`src/rtl/sram16_responder_if.sv`:
```
// -----------------------------------------------------------------------------
// sram16_responder_if
// Bus-side signal bundle between a CPU-core initiator and the 16-bit SRAM
// responder. The initiator holds cyc_i high until it sees a one-cycle ack_o.
//
//   cyc_i  : bus cycle request
//   we_i   : 1 = write, 0 = read
//   adr_i  : byte address
//   dat_i  : write data
//   sel_i  : byte enables, sel_i[3] = dat[31:24] = lowest byte address
//   dat_o  : read data, valid while ack_o = 1
//   ack_o  : one-cycle transfer-complete pulse
//
// master: initiator view, slave: responder view.
// -----------------------------------------------------------------------------
interface sram16_responder_if;
    logic        cyc_i;
    logic        we_i;
    logic [31:0] adr_i;
    logic [31:0] dat_i;
    logic [3:0]  sel_i;
    logic [31:0] dat_o;
    logic        ack_o;

    modport master (
        output cyc_i, we_i, adr_i, dat_i, sel_i,
        input  dat_o, ack_o
    );

    modport slave (
        input  cyc_i, we_i, adr_i, dat_i, sel_i,
        output dat_o, ack_o
    );
endinterface

```
`src/rtl/sram16_responder.sv`:
```
// -----------------------------------------------------------------------------
// sram16_responder
// Serves 32-bit bus transactions from an external asynchronous 16-bit SRAM.
// Each word access becomes up to two halfword accesses (upper half first),
// each strobed for WAIT cycles, with a one-cycle gap between them for write
// recovery / bus turnaround. Halfwords with no enabled byte lanes are skipped.
//
// Parameters
//   AW   : SRAM halfword address width; byte-address bits above AW alias.
//   WAIT : cycles each SRAM strobe is held per halfword (1..15).
//
// Ports
//   clk_i, rst_i   : clock, asynchronous active-high reset
//   bus            : bus responder side (sram16_responder_if.slave)
//   sram_addr      : halfword address to the SRAM
//   sram_dq_o/_i   : data to / from the SRAM pins
//   sram_dq_oe     : tristate enable for sram_dq_o
//   sram_*_n       : active-low SRAM strobes (ce, oe, we, ub, lb)
//
// Every output is a register; bus inputs only reach the pins through flops.
// -----------------------------------------------------------------------------
module sram16_responder #(
    parameter int AW   = 19,
    parameter int WAIT = 2
) (
    input  logic              clk_i,
    input  logic              rst_i,
    sram16_responder_if.slave bus,
    output logic [AW-1:0]     sram_addr,
    output logic [15:0]       sram_dq_o,
    input  logic [15:0]       sram_dq_i,
    output logic              sram_dq_oe,
    output logic              sram_ce_n,
    output logic              sram_oe_n,
    output logic              sram_we_n,
    output logic              sram_ub_n,
    output logic              sram_lb_n
);

    typedef enum logic [2:0] {
        S_IDLE,
        S_ACC0,
        S_GAP,
        S_ACC1,
        S_ACK
    } state_t;

    localparam logic [3:0] LP_WAIT_LAST = 4'(WAIT - 1);

    state_t         r_state;
    logic           r_we;
    logic [AW-2:0]  r_word;
    logic [31:0]    r_dat;
    logic [3:0]     r_sel;
    logic [3:0]     r_wait;
    logic [31:0]    r_rd;
    logic [31:0]    r_dat_o;
    logic           r_ack;
    logic [AW-1:0]  r_addr;
    logic [15:0]    r_dq_o;
    logic           r_dq_oe;
    logic           r_ce_n;
    logic           r_oe_n;
    logic           r_we_n;
    logic           r_ub_n;
    logic           r_lb_n;

    logic           w_last;
    logic [31:0]    w_rd_hi;
    logic [31:0]    w_rd_lo;
    logic           w_unused;

    // Last wait cycle of the current strobe window.
    assign w_last  = (r_wait == LP_WAIT_LAST);

    // Read register as it will look once this cycle's capture lands; writes
    // always return zero.
    assign w_rd_hi = r_we ? 32'h0 : {sram_dq_i, r_rd[15:0]};
    assign w_rd_lo = r_we ? 32'h0 : {r_rd[31:16], sram_dq_i};

    // Address bits outside the word index are don't-care (aliasing).
    assign w_unused = ^{bus.adr_i[31:AW+1], bus.adr_i[1:0]};

    always_ff @(posedge clk_i or posedge rst_i) begin
        if (rst_i) begin
            r_state <= S_IDLE;
            r_we    <= 1'b0;
            r_word  <= '0;
            r_dat   <= '0;
            r_sel   <= '0;
            r_wait  <= '0;
            r_rd    <= '0;
            r_dat_o <= '0;
            r_ack   <= 1'b0;
            r_addr  <= '0;
            r_dq_o  <= '0;
            r_dq_oe <= 1'b0;
            r_ce_n  <= 1'b1;
            r_oe_n  <= 1'b1;
            r_we_n  <= 1'b1;
            r_ub_n  <= 1'b1;
            r_lb_n  <= 1'b1;
        end else begin
            r_ack <= 1'b0;
            case (r_state)
                S_IDLE: begin
                    if (bus.cyc_i) begin
                        r_we   <= bus.we_i;
                        r_word <= bus.adr_i[AW:2];
                        r_dat  <= bus.dat_i;
                        r_sel  <= bus.sel_i;
                        r_wait <= '0;
                        if (bus.sel_i[3:2] != 2'b00) begin
                            r_state <= S_ACC0;
                            r_addr  <= {bus.adr_i[AW:2], 1'b0};
                            r_dq_o  <= bus.dat_i[31:16];
                            r_ub_n  <= ~bus.sel_i[3];
                            r_lb_n  <= ~bus.sel_i[2];
                            r_ce_n  <= 1'b0;
                            r_oe_n  <= bus.we_i;
                            r_we_n  <= ~bus.we_i;
                            r_dq_oe <= bus.we_i;
                        end else if (bus.sel_i[1:0] != 2'b00) begin
                            r_state <= S_ACC1;
                            r_addr  <= {bus.adr_i[AW:2], 1'b1};
                            r_dq_o  <= bus.dat_i[15:0];
                            r_ub_n  <= ~bus.sel_i[1];
                            r_lb_n  <= ~bus.sel_i[0];
                            r_ce_n  <= 1'b0;
                            r_oe_n  <= bus.we_i;
                            r_we_n  <= ~bus.we_i;
                            r_dq_oe <= bus.we_i;
                        end else begin
                            // No lanes enabled: acknowledge without touching the SRAM.
                            r_state <= S_ACK;
                            r_ack   <= 1'b1;
                            r_dat_o <= '0;
                        end
                    end
                end

                S_ACC0: begin
                    if (w_last) begin
                        if (!r_we) begin
                            r_rd[31:16] <= sram_dq_i;
                        end
                        r_ce_n  <= 1'b1;
                        r_oe_n  <= 1'b1;
                        r_we_n  <= 1'b1;
                        r_ub_n  <= 1'b1;
                        r_lb_n  <= 1'b1;
                        r_dq_oe <= 1'b0;
                        if (r_sel[1:0] != 2'b00) begin
                            r_state <= S_GAP;
                        end else begin
                            r_state <= S_ACK;
                            r_ack   <= bus.cyc_i;
                            r_dat_o <= w_rd_hi;
                        end
                    end else begin
                        r_wait <= r_wait + 4'd1;
                    end
                end

                S_GAP: begin
                    r_state <= S_ACC1;
                    r_wait  <= '0;
                    r_addr  <= {r_word, 1'b1};
                    r_dq_o  <= r_dat[15:0];
                    r_ub_n  <= ~r_sel[1];
                    r_lb_n  <= ~r_sel[0];
                    r_ce_n  <= 1'b0;
                    r_oe_n  <= r_we;
                    r_we_n  <= ~r_we;
                    r_dq_oe <= r_we;
                end

                S_ACC1: begin
                    if (w_last) begin
                        if (!r_we) begin
                            r_rd[15:0] <= sram_dq_i;
                        end
                        r_ce_n  <= 1'b1;
                        r_oe_n  <= 1'b1;
                        r_we_n  <= 1'b1;
                        r_ub_n  <= 1'b1;
                        r_lb_n  <= 1'b1;
                        r_dq_oe <= 1'b0;
                        r_state <= S_ACK;
                        // An abandoned cycle still finishes on the SRAM but is not acked.
                        r_ack   <= bus.cyc_i;
                        r_dat_o <= w_rd_lo;
                    end else begin
                        r_wait <= r_wait + 4'd1;
                    end
                end

                S_ACK: begin
                    r_state <= S_IDLE;
                    r_rd    <= '0;
                    r_dat_o <= '0;
                end

                default: begin
                    r_state <= S_IDLE;
                end
            endcase
        end
    end

    assign bus.dat_o  = r_dat_o;
    assign bus.ack_o  = r_ack;
    assign sram_addr  = r_addr;
    assign sram_dq_o  = r_dq_o;
    assign sram_dq_oe = r_dq_oe;
    assign sram_ce_n  = r_ce_n;
    assign sram_oe_n  = r_oe_n;
    assign sram_we_n  = r_we_n;
    assign sram_ub_n  = r_ub_n;
    assign sram_lb_n  = r_lb_n;

endmodule

```
`src/flat_wrapper.sv`:
```
// flat-port wrapper written by rule: the top's interface ports become plain ports
module sram16_responder_flat 
#(
    parameter int AW   = 19,
    parameter int WAIT = 2
)
  (clk_i, rst_i, sram_addr, sram_dq_o, sram_dq_i, sram_dq_oe, sram_ce_n, sram_oe_n, sram_we_n, sram_ub_n, sram_lb_n, bus_cyc_i, bus_we_i, bus_adr_i, bus_dat_i, bus_sel_i, bus_dat_o, bus_ack_o);
  sram16_responder_if bus_i ();
  input  logic clk_i;
  input  logic rst_i;
  output logic [AW-1:0] sram_addr;
  output logic [15:0] sram_dq_o;
  input  logic [15:0] sram_dq_i;
  output logic sram_dq_oe;
  output logic sram_ce_n;
  output logic sram_oe_n;
  output logic sram_we_n;
  output logic sram_ub_n;
  output logic sram_lb_n;
  input wire logic [$bits(bus_i.cyc_i)-1:0] bus_cyc_i;
  input wire logic [$bits(bus_i.we_i)-1:0] bus_we_i;
  input wire logic [$bits(bus_i.adr_i)-1:0] bus_adr_i;
  input wire logic [$bits(bus_i.dat_i)-1:0] bus_dat_i;
  input wire logic [$bits(bus_i.sel_i)-1:0] bus_sel_i;
  output wire logic [$bits(bus_i.dat_o)-1:0] bus_dat_o;
  output wire logic [$bits(bus_i.ack_o)-1:0] bus_ack_o;
  assign bus_i.cyc_i = bus_cyc_i;
  assign bus_i.we_i = bus_we_i;
  assign bus_i.adr_i = bus_adr_i;
  assign bus_i.dat_i = bus_dat_i;
  assign bus_i.sel_i = bus_sel_i;
  assign bus_dat_o = bus_i.dat_o;
  assign bus_ack_o = bus_i.ack_o;
  sram16_responder #(.AW(AW), .WAIT(WAIT)) u_core (.clk_i(clk_i), .rst_i(rst_i), .bus(bus_i), .sram_addr(sram_addr), .sram_dq_o(sram_dq_o), .sram_dq_i(sram_dq_i), .sram_dq_oe(sram_dq_oe), .sram_ce_n(sram_ce_n), .sram_oe_n(sram_oe_n), .sram_we_n(sram_we_n), .sram_ub_n(sram_ub_n), .sram_lb_n(sram_lb_n));
endmodule
```
`config.mk`:
```
export PLATFORM = sky130hd
export DESIGN_NAME = sram16_responder_flat
export DESIGN_NICKNAME = d
export VERILOG_FILES = /design/src/rtl/sram16_responder_if.sv /design/src/rtl/sram16_responder.sv /design/src/flat_wrapper.sv
export SDC_FILE = /design/constraint.sdc
export NUM_CORES = 1
export LEC_CHECK = 0
export ABC_AREA = 1
export BUFFER_PORTS_ARGS = -buffer_cell sky130_fd_sc_hd__buf_2
export CAP_MARGIN = 20
export CORE_AREA = 2 2 159 161
export CTS_BUF_LIST = sky130_fd_sc_hd__clkbuf_4
export CTS_CLUSTER_DIAMETER = 50
export CTS_CLUSTER_SIZE = 24
export DETAILED_ROUTE_END_ITERATION = 10
export DIE_AREA = 0 0 161 163
export HOLD_SLACK_MARGIN = 0.1
export PLACE_DENSITY = 0.55
export SLEW_MARGIN = 20
export SYNTH_ARGS = -nofsm -noshare
export SYNTH_HDL_FRONTEND = slang
export SYNTH_SLANG_ARGS = --single-unit
export TNS_END_PERCENT = 100
```
`constraint.sdc`:
```
create_clock -name clk_i -period 10.4 [get_ports clk_i]
set_input_delay 1.04 -clock clk_i [delete_from_list [all_inputs] [get_ports clk_i]]
set_output_delay 1.04 -clock clk_i [all_outputs]
set_load 0.01 [all_outputs]
```
Yosys cells after proc, flatten, opt, wreduce, memory -nomap -nowiden. Cells that the tools add are included.

Add/sub/neg operators: 1. Eq/ne operators: 16. Mux-type cells: 61. Bitwise logic cells: 8. Reductions and logical operators: 18.

Operators with widths (count): 2-to-1 mux 32 bit (8); case mux 32 bit (4 select lines) (1); case mux 16 bit (2 select lines) (3); 2-to-1 mux 16 bit (5); 2-to-1 mux 19 bit (3); case mux 19 bit (2 select lines) (1); 2-to-1 mux 1 bit (23); case mux 1 bit (3 select lines) (7); 2-to-1 mux 3 bit (6); AND reduction 3 bit (5); inequality test 2 bit, second input constant (7); case mux 3 bit (4 select lines) (1); case mux 4 bit (3 select lines) (1); nonzero test 2 bit (6); 2-to-1 mux 4 bit (2); NOT 1 bit (8); AND reduction 7 bit (1); == test 3 x 2 -> 1 bit, second input constant (2); inequality test 2 x 1 -> 1 bit, second input constant (3); adder 4 x 1 -> 4 bit, second input constant (1); == test 4 x 1 -> 1 bit, second input constant (1); AND reduction 4 bit (1); nonzero test 4 bit (1); == test 3 x 1 -> 1 bit, second input constant (1); 6 further kinds (6).

Register bits after elaboration: 150. Bits of input ports: 88. Word-level logic and storage cells: 122.

Depth between registers and ports, before layout. Gate-level depths: netlist of the first run.

Word-level depth: 5. Depth in mapped cells: 10. Gate-level depth less buffers: 9.

Least setup slack after synthesis of the first run. Ideal clock, no wire load.

Path kind: input-to-reg. Start: input port bus_sel_i[3]. End: register u_core.r_dat_o[0], in the netlist u_core.bus.dat_o[0]. Library setup time: 0.117 ns. Data arrival time: 1.939 ns. Path slack: 8.344 ns. Stages: 7. Buffers on the path: 1. Cells stage by stage: nor2_2 nand2_1 a21oi_2 nand2_2 buf_2 nand2_1 nand2_1.

Longest elaborated chain between the ends: 3.

RTL lines: start, declared (line flat_wrapper.sv:24) `input wire logic [$bits(bus_i.sel_i)-1:0] bus_sel_i;`; nonzero test 2 bit (line sram16_responder.sv:113) `if (bus.sel_i[3:2] != 2'b00) begin`; inequality test 2 bit (no source line); AND reduction 7 bit (no source line); end signal, assigned (line sram16_responder.sv:158) `r_dat_o <= w_rd_hi;`; end signal, assigned (line sram16_responder.sv:192) `r_dat_o <= w_rd_lo;`; end, declared (line sram16_responder.sv:57) `logic [31:0] r_dat_o;`.

Every way passes these cells. A chain may end at the register's enable or synchronous reset.

Final worst setup path of the first run.
Start: register u_core.r_wait[1]. End: register u_core.r_dat_o[21], in the netlist u_core.bus.dat_o[21].

Longest elaborated chain between the ends: 3.

RTL lines: start, declared (line sram16_responder.sv:55) `logic [3:0] r_wait;`; start signal, assigned (line sram16_responder.sv:161) `r_wait <= r_wait + 4'd1;`; start signal, assigned (line sram16_responder.sv:194) `r_wait <= r_wait + 4'd1;`; == test 4 x 1 -> 1 bit (*) (line sram16_responder.sv:74) `assign w_last = (r_wait == LP_WAIT_LAST);`; inequality test 2 x 1 -> 1 bit (no source line); AND reduction 7 bit (no source line) (*).

Every way passes the cells marked *; elsewhere a longest branch is shown, timed or not.

==> results of run 1 <==
## power by group through the flow
stage / Clock, mW / Sequential [mW] / Combinational, mW
finish: 0.369 / 0.980 / 1.03
global route: 0.410 / 1.01 / 1.18
CTS: 0.386 / 0.982 / 1.05
detailed placement: 0 / 0.992 / 1.05
global placement: 0 / 0.989 / 1.03
floorplan: 0 / 1.03 / 0.679
## synth_stat cells (2+ instances only)
cell type  number
a21oi_1         4
buf_2          32
buf_4           2
buf_6           3
clkbuf_1       17
dfrtp_1       145
dfstp_2         5
ha_1            2
inv_1          64
inv_2           6
nand2_1       412
nand2_2         7
nand3_1       109
nand3_2         2
nor2_1         40
nor2_2          3
nor2_4          5
o21ai_0        97
o21ai_1         2
xor2_1          2
## worst paths after layout
path                                              start                               end  slack, ns  cells after the start
setup / recovery           u_core.r_wait[1]$_DFFE_PP0P_  u_core.bus.dat_o[21]$_DFFE_PP0P_       7.61                      9
hold reg to reg            u_core.sram_ce_n$_DFFE_PP1P_      u_core.sram_ce_n$_DFFE_PP1P_       0.47                      2
hold / removal             u_core.sram_ce_n$_DFFE_PP1P_      u_core.sram_ce_n$_DFFE_PP1P_       0.47                      2
min in group asynchronous                         rst_i   u_core.sram_dq_o[4]$_DFFE_PP0P_       0.61                      2
max in group asynchronous                         rst_i      u_core.r_word[6]$_DFFE_PP0P_       8.35                      3
setup reg to reg           u_core.r_wait[1]$_DFFE_PP0P_  u_core.bus.dat_o[21]$_DFFE_PP0P_       7.61                      9
## routing by layer
layer,global-route usage,share of wire
met3,0.0346,0.041
met5,0,0
met4,0.0483,0.018
met2,0.260,0.49
met1,0.196,0.45
## critical path, cell delays in order (launching register included)
cell and delay [ns]:
dfrtp_1 0.44, inv_1 0.07, ha_1 0.16, nand2_1 0.15, nand2_1 0.24, nand2_2 0.12, nor2_4 0.63, nand2_2 0.62
nand2_1 0.20, nand2_1 0.06
## cell type report
type	count	area, µm²	area share
repair buffers	154	788	0.0926
flip-flops and latches	150	3760	0.442
inverters	70	268	0.0315
diodes	2	5.00	0.000588
clock inverters	15	155	0.0182
well taps	330	413	0.0485
clock buffers	17	128	0.0150
multi-input cells	690	2990	0.352
## stage by stage
step           std cells  area, µm²  hold slack [ns]  setup slack (ns)
2_1_floorplan        964       7280            0.453              5.33
3_3_place_gp        1394       8220            0.450              7.21
3_5_place_dp        1394       8220            0.453              7.16
4_1_cts             1426       8500            0.476              7.59
5_1_grt             1427       8510            0.490              7.24
6_report            1428       8510            0.472              7.61
## flip-flops by register name, summed over array words and instances (netlist names), 3 cells and up
| name | flops |
|---|---|
| u_core.sram_addr | 19 |
| u_core.r_wait | 4 |
| u_core.r_rd | 32 |
| u_core.r_word | 18 |
| u_core.bus.dat_o | 32 |
| u_core.r_state | 3 |
| u_core.r_dat | 16 |
| u_core.sram_dq_o | 16 |
## cell families (layout without fill, tap and decap cells)
kind of cell,after synthesis,count (layout),synth area share
buffers and inverters,124,256,0.0736
other,0,2,0
DFF,150,150,0.516
adders and majority gates,2,2,0.00344
and+or+nand+nor,581,581,0.331
xor gates and xnor gates,2,2,0.00241
AOI/OAI and AO/OA,105,105,0.0730
==> metrics.yaml, run 1 <==
die:
  rows: 58
  start_util: 0.295
  die_h_um: 163
  num_io_pins: 162
  die_area_um2: 26200
  core_um2: 24700
  die_w_um: 161
power_and_ir_drop:
  power_density_nw_per_um2: 279
  pwr-share-clk: 0.155
  peakVddDrop_mv: 0.101
  p_leak_nw: 4.70
  power_mw: 2.38
  seqPwrFrac: 0.413
  switching_share: 0.468
  power_switching_mw: 1.11
  p_int_mw: 1.26
  pwr-share-comb: 0.432
outcome:
  outcome: "completed"
setup_path:
  critPathKind: "reg -> reg"
  crit_required_ns: 10.84
  critPathLaunchType: "flop"
  end_kind: "flop"
  crit_arrival_ns: 3.23
  critPathMaxFanout: 33
global_route:
  first_global_vias: 6300
  grtUsageTotal: 0.154
  antenna_found_initial: 2
  grt_max_degree: 90
  grt-ovfl-total: 0
  grt_first_pass_wirelength_um: 32300
logic_synthesis:
  yosysWarningCount: 0
  synth.area.top_cells: "dfrtp_1, nand2_1, nand3_1"
  netlist_instances: 964
  ys_async_sr_fraction: 1.00
  syn-cell-area_um2: 7280
  avgSynthCellArea_um2: 7.55
  synth_flop_cell: "dfrtp_1"
  synth_seq_cells: 150
  synth_top_area_frac: 0.498
  syn_nets: 1054
  synth_top_area_cell: "dfrtp_1"
  ys_seq_area_frac: 0.516
  ys_types: 25
  synth_edf_count: 0
cts:
  cts_root_buf: "clkbuf_4"
  postCtsSetupBuffers: 0
  clk_latency_ns: 0.55
  cts_buffers: 17
  cts.path.max_buffers: 2
  hold_buffers: 0
  clk_pin_slew_worst_paths_ns: 0.14
  htreeDepth: 4
  cts_tree: "built"
  cts.sinks: 150
  cts_resized: 0
sta:
  rsz0062_at_grt: "no"
  setup_viol: 0
  fin_crit_ns: 2.79
  hold_viol_final: 0
  post-route-period-util: 0.268
  fin_skew_ns: 0.0360
  tightest_slew_ns: 0.959
  setup_tns_ns: 0
  timing.fmax_mhz: 359
  relSlewSlack: 0.360
  drv_slew: 0
finish:
  final_nets: 1173
  fillers: 2687
  drive_above_1_share: 0.198
  layout_common_cells: "nand2_1, buf_2, dfrtp_1"
  layout_commonest_cell: "nand2_1"
  syn2layout_area_growth_pct: 16.9
  fin_util: 0.345
drt:
  drc: 0
  avgViaCountPerCell: 4.52
  drt-total-wl_um: 19500
  drtAntennaViolNets: 0
  drtIter0Drc: 339
  wl_per_cell_um: 13.7
  vias: 6455
  first_pass_iters: 4
placement:
  port_buffers: 147
  dpl.hpwl_um: 12200
  place.gp.congestion: 0.797
run:
  cap_violations: 0
worst_hold_path:
  hp-class: "reg -> reg"
No activity file was read; power rests on OpenSTA's default activity.
==> run 2: changes to the inputs <==
PLACE_DENSITY = 0.57   (was 0.55)
clock period = 2.4 ns   (was 10.4 ns; I/O delays follow)
==> metrics.yaml, run 2 (synthesized netlist as in run 1, its figures left out) <==
outcome:
  outcome: "completed"  # unchanged
cts:
  cts_tree: "built"  # unchanged
  postCtsSetupBuffers: 0  # unchanged
  cts_root_buf: "clkbuf_4"  # unchanged
  clk_latency_ns: 0.56  # was 0.55 ns
  clk_pin_slew_worst_paths_ns: 0.17  # was 0.14 ns
  cts.sinks: 150  # unchanged
  cts_resized: 0  # unchanged
  cts_buffers: 17  # unchanged
  htreeDepth: 4  # unchanged
  cts.path.max_buffers: 2  # unchanged
drt:
  first_pass_iters: 5  # was 4
  avgViaCountPerCell: 4.50  # was 4.52
  drtIter0Drc: 402  # was 339
  drtAntennaViolNets: 0  # unchanged
  drc: 0  # unchanged
  vias: 6791  # was 6455
  wl_per_cell_um: 13.3  # was 13.7 µm
  drt-total-wl_um: 20100  # was 19500 µm
placement:
  placed_cells: 1403  # was 1394
  port_buffers: 147  # unchanged
  dpl.hpwl_um: 12500  # was 12200 µm
  place.gp.congestion: 0.834  # was 0.797
sta:
  tightest_slew_ns: 0.739  # was 0.959 ns
  hold_viol_final: 0  # unchanged
  drv_slew: 0  # unchanged
  fin_crit_ns: 2.01  # was 2.79 ns
  relSlewSlack: 0.507  # was 0.360
  fin_skew_ns: 0.0288  # was 0.0360 ns
  timing.fmax_mhz: 498  # was 359 MHz
  post-route-period-util: 0.836  # was 0.268
  setup_viol: 0  # unchanged
  rsz0062_at_grt: "no"  # unchanged
  setup_tns_ns: 0  # unchanged
setup_path:
  end_kind: "flop"  # unchanged
  critPathKind: "reg -> reg"  # unchanged
  crit_arrival_ns: 2.47  # was 3.23 ns
  critPathMaxFanout: 32  # was 33
  critPathLaunchType: "flop"  # unchanged
  crit_required_ns: 2.86  # was 10.84 ns
die:
  rows: 58  # unchanged
  die_area_um2: 26200  # unchanged
  die_h_um: 163  # unchanged
  num_io_pins: 162  # unchanged
  die_w_um: 161  # unchanged
  core_um2: 24700  # unchanged
  start_util: 0.295  # unchanged
global_route:
  grt_max_degree: 83  # was 90
  antenna_found_initial: 1  # was 2
  grt-ovfl-total: 0  # unchanged
  first_global_vias: 6769  # was 6300
  grt_first_pass_wirelength_um: 33600  # was 32300 µm
  grtUsageTotal: 0.160  # was 0.154
finish:
  final_nets: 1256  # was 1173
  final-instance-count-excl-fill: 1510  # was 1428
  layout_commonest_cell: "nand2_1"  # unchanged
  drive_above_1_share: 0.193  # was 0.198
  syn2layout_area_growth_pct: 29.0  # was 16.9%
  layout_common_cells: "nand2_1, buf_2, dfrtp_1"  # unchanged
run:
  cap_violations: 0  # unchanged
power_and_ir_drop:
  power_mw: 10.5  # was 2.38 mW
  peakVddDrop_mv: 0.669  # was 0.101 mV
  power_density_nw_per_um2: 1120  # was 279 nW/µm²
  p_leak_nw: 5.08  # was 4.70 nW
worst_hold_path:
  hp-class: "in -> reg"  # was reg -> reg
==> run 2: report_power, final <==
| group | total (mW) | switching [mW] | internal (mW) | leakage (nW) |
|---|---|---|---|---|
| Sequential | 4.22 | 0.593 | 3.62 | 1.93 |
| Combinational | 4.68 | 3.12 | 1.56 | 2.99 |
| Clock | 1.64 | 1.15 | 0.495 | 0.163 |
==> run 2: final timing paths <==
check / from / endpoint / slack, ns / depth (start not counted)
setup / recovery: u_core.r_wait[1]$_DFFE_PP0P_ / u_core.bus.dat_o[16]$_DFFE_PP0P_ / 0.39 / 9
hold / removal: bus_adr_i[15] / u_core.r_word[13]$_DFFE_PP0P_ / 0.46 / 4
setup reg to reg: u_core.r_wait[1]$_DFFE_PP0P_ / u_core.bus.dat_o[16]$_DFFE_PP0P_ / 0.39 / 9
hold reg to reg: u_core.sram_oe_n$_DFFE_PP1P_ / u_core.sram_oe_n$_DFFE_PP1P_ / 0.47 / 2
max in group asynchronous: rst_i / u_core.r_word[3]$_DFFE_PP0P_ / 1.03 / 5
min in group asynchronous: rst_i / u_core.sram_dq_oe$_DFFE_PP0P_ / 0.69 / 4
==> run 2: critical path: stages (launching register included) <==
cell,delay (ns)
dfrtp_1,0.44
inv_1,0.06
ha_1,0.17
nand2_1,0.14
nand2_1,0.23
nand2_2,0.12
nor2_4,0.12
nand2_2,0.37
nand2_1,0.18
nand2_1,0.07
==> run 2: metrics by stage <==
stage	setup WS, ns	hold slack [ns]	util	area (µm²)
6_report	0.392	0.458	0.381	9390
5_1_grt	0.111	0.439	0.381	9390
4_1_cts	0.338	0.417	0.381	9390
3_5_place_dp	0.375	0.169	0.338	8350
3_3_place_gp	0.464	0.165	0.338	8350
2_1_floorplan	0.275	0.399	-	7280
==> run 2: cell type report <==
type	count	area [µm²]
Sequential cell	150	3760
Multi-Input combinational cell	690	2990
Clock inverter	15	175
Inverter	70	267
Fill cell	2608	15300
Tap cell	330	413
Clock buffer	17	128
Antenna cell	1	2.50
Timing Repair Buffer	237	1660
==> run 2: per-layer routing <==
metal	up-vias	wire length, µm	global-route usage
li1	3434	-	-
met1	3157	8800	0.194
met2	167	10100	0.282
met3	33	845	0.0321
met4	0	417	0.0593
met5	-	0	0
==> run 2: what timing repair did <==
action / CTS / global route
endpoints found under the hold margin: 270 / 0
setup endpoints to repair: 0 / 0
hold buffers: 74 / 0
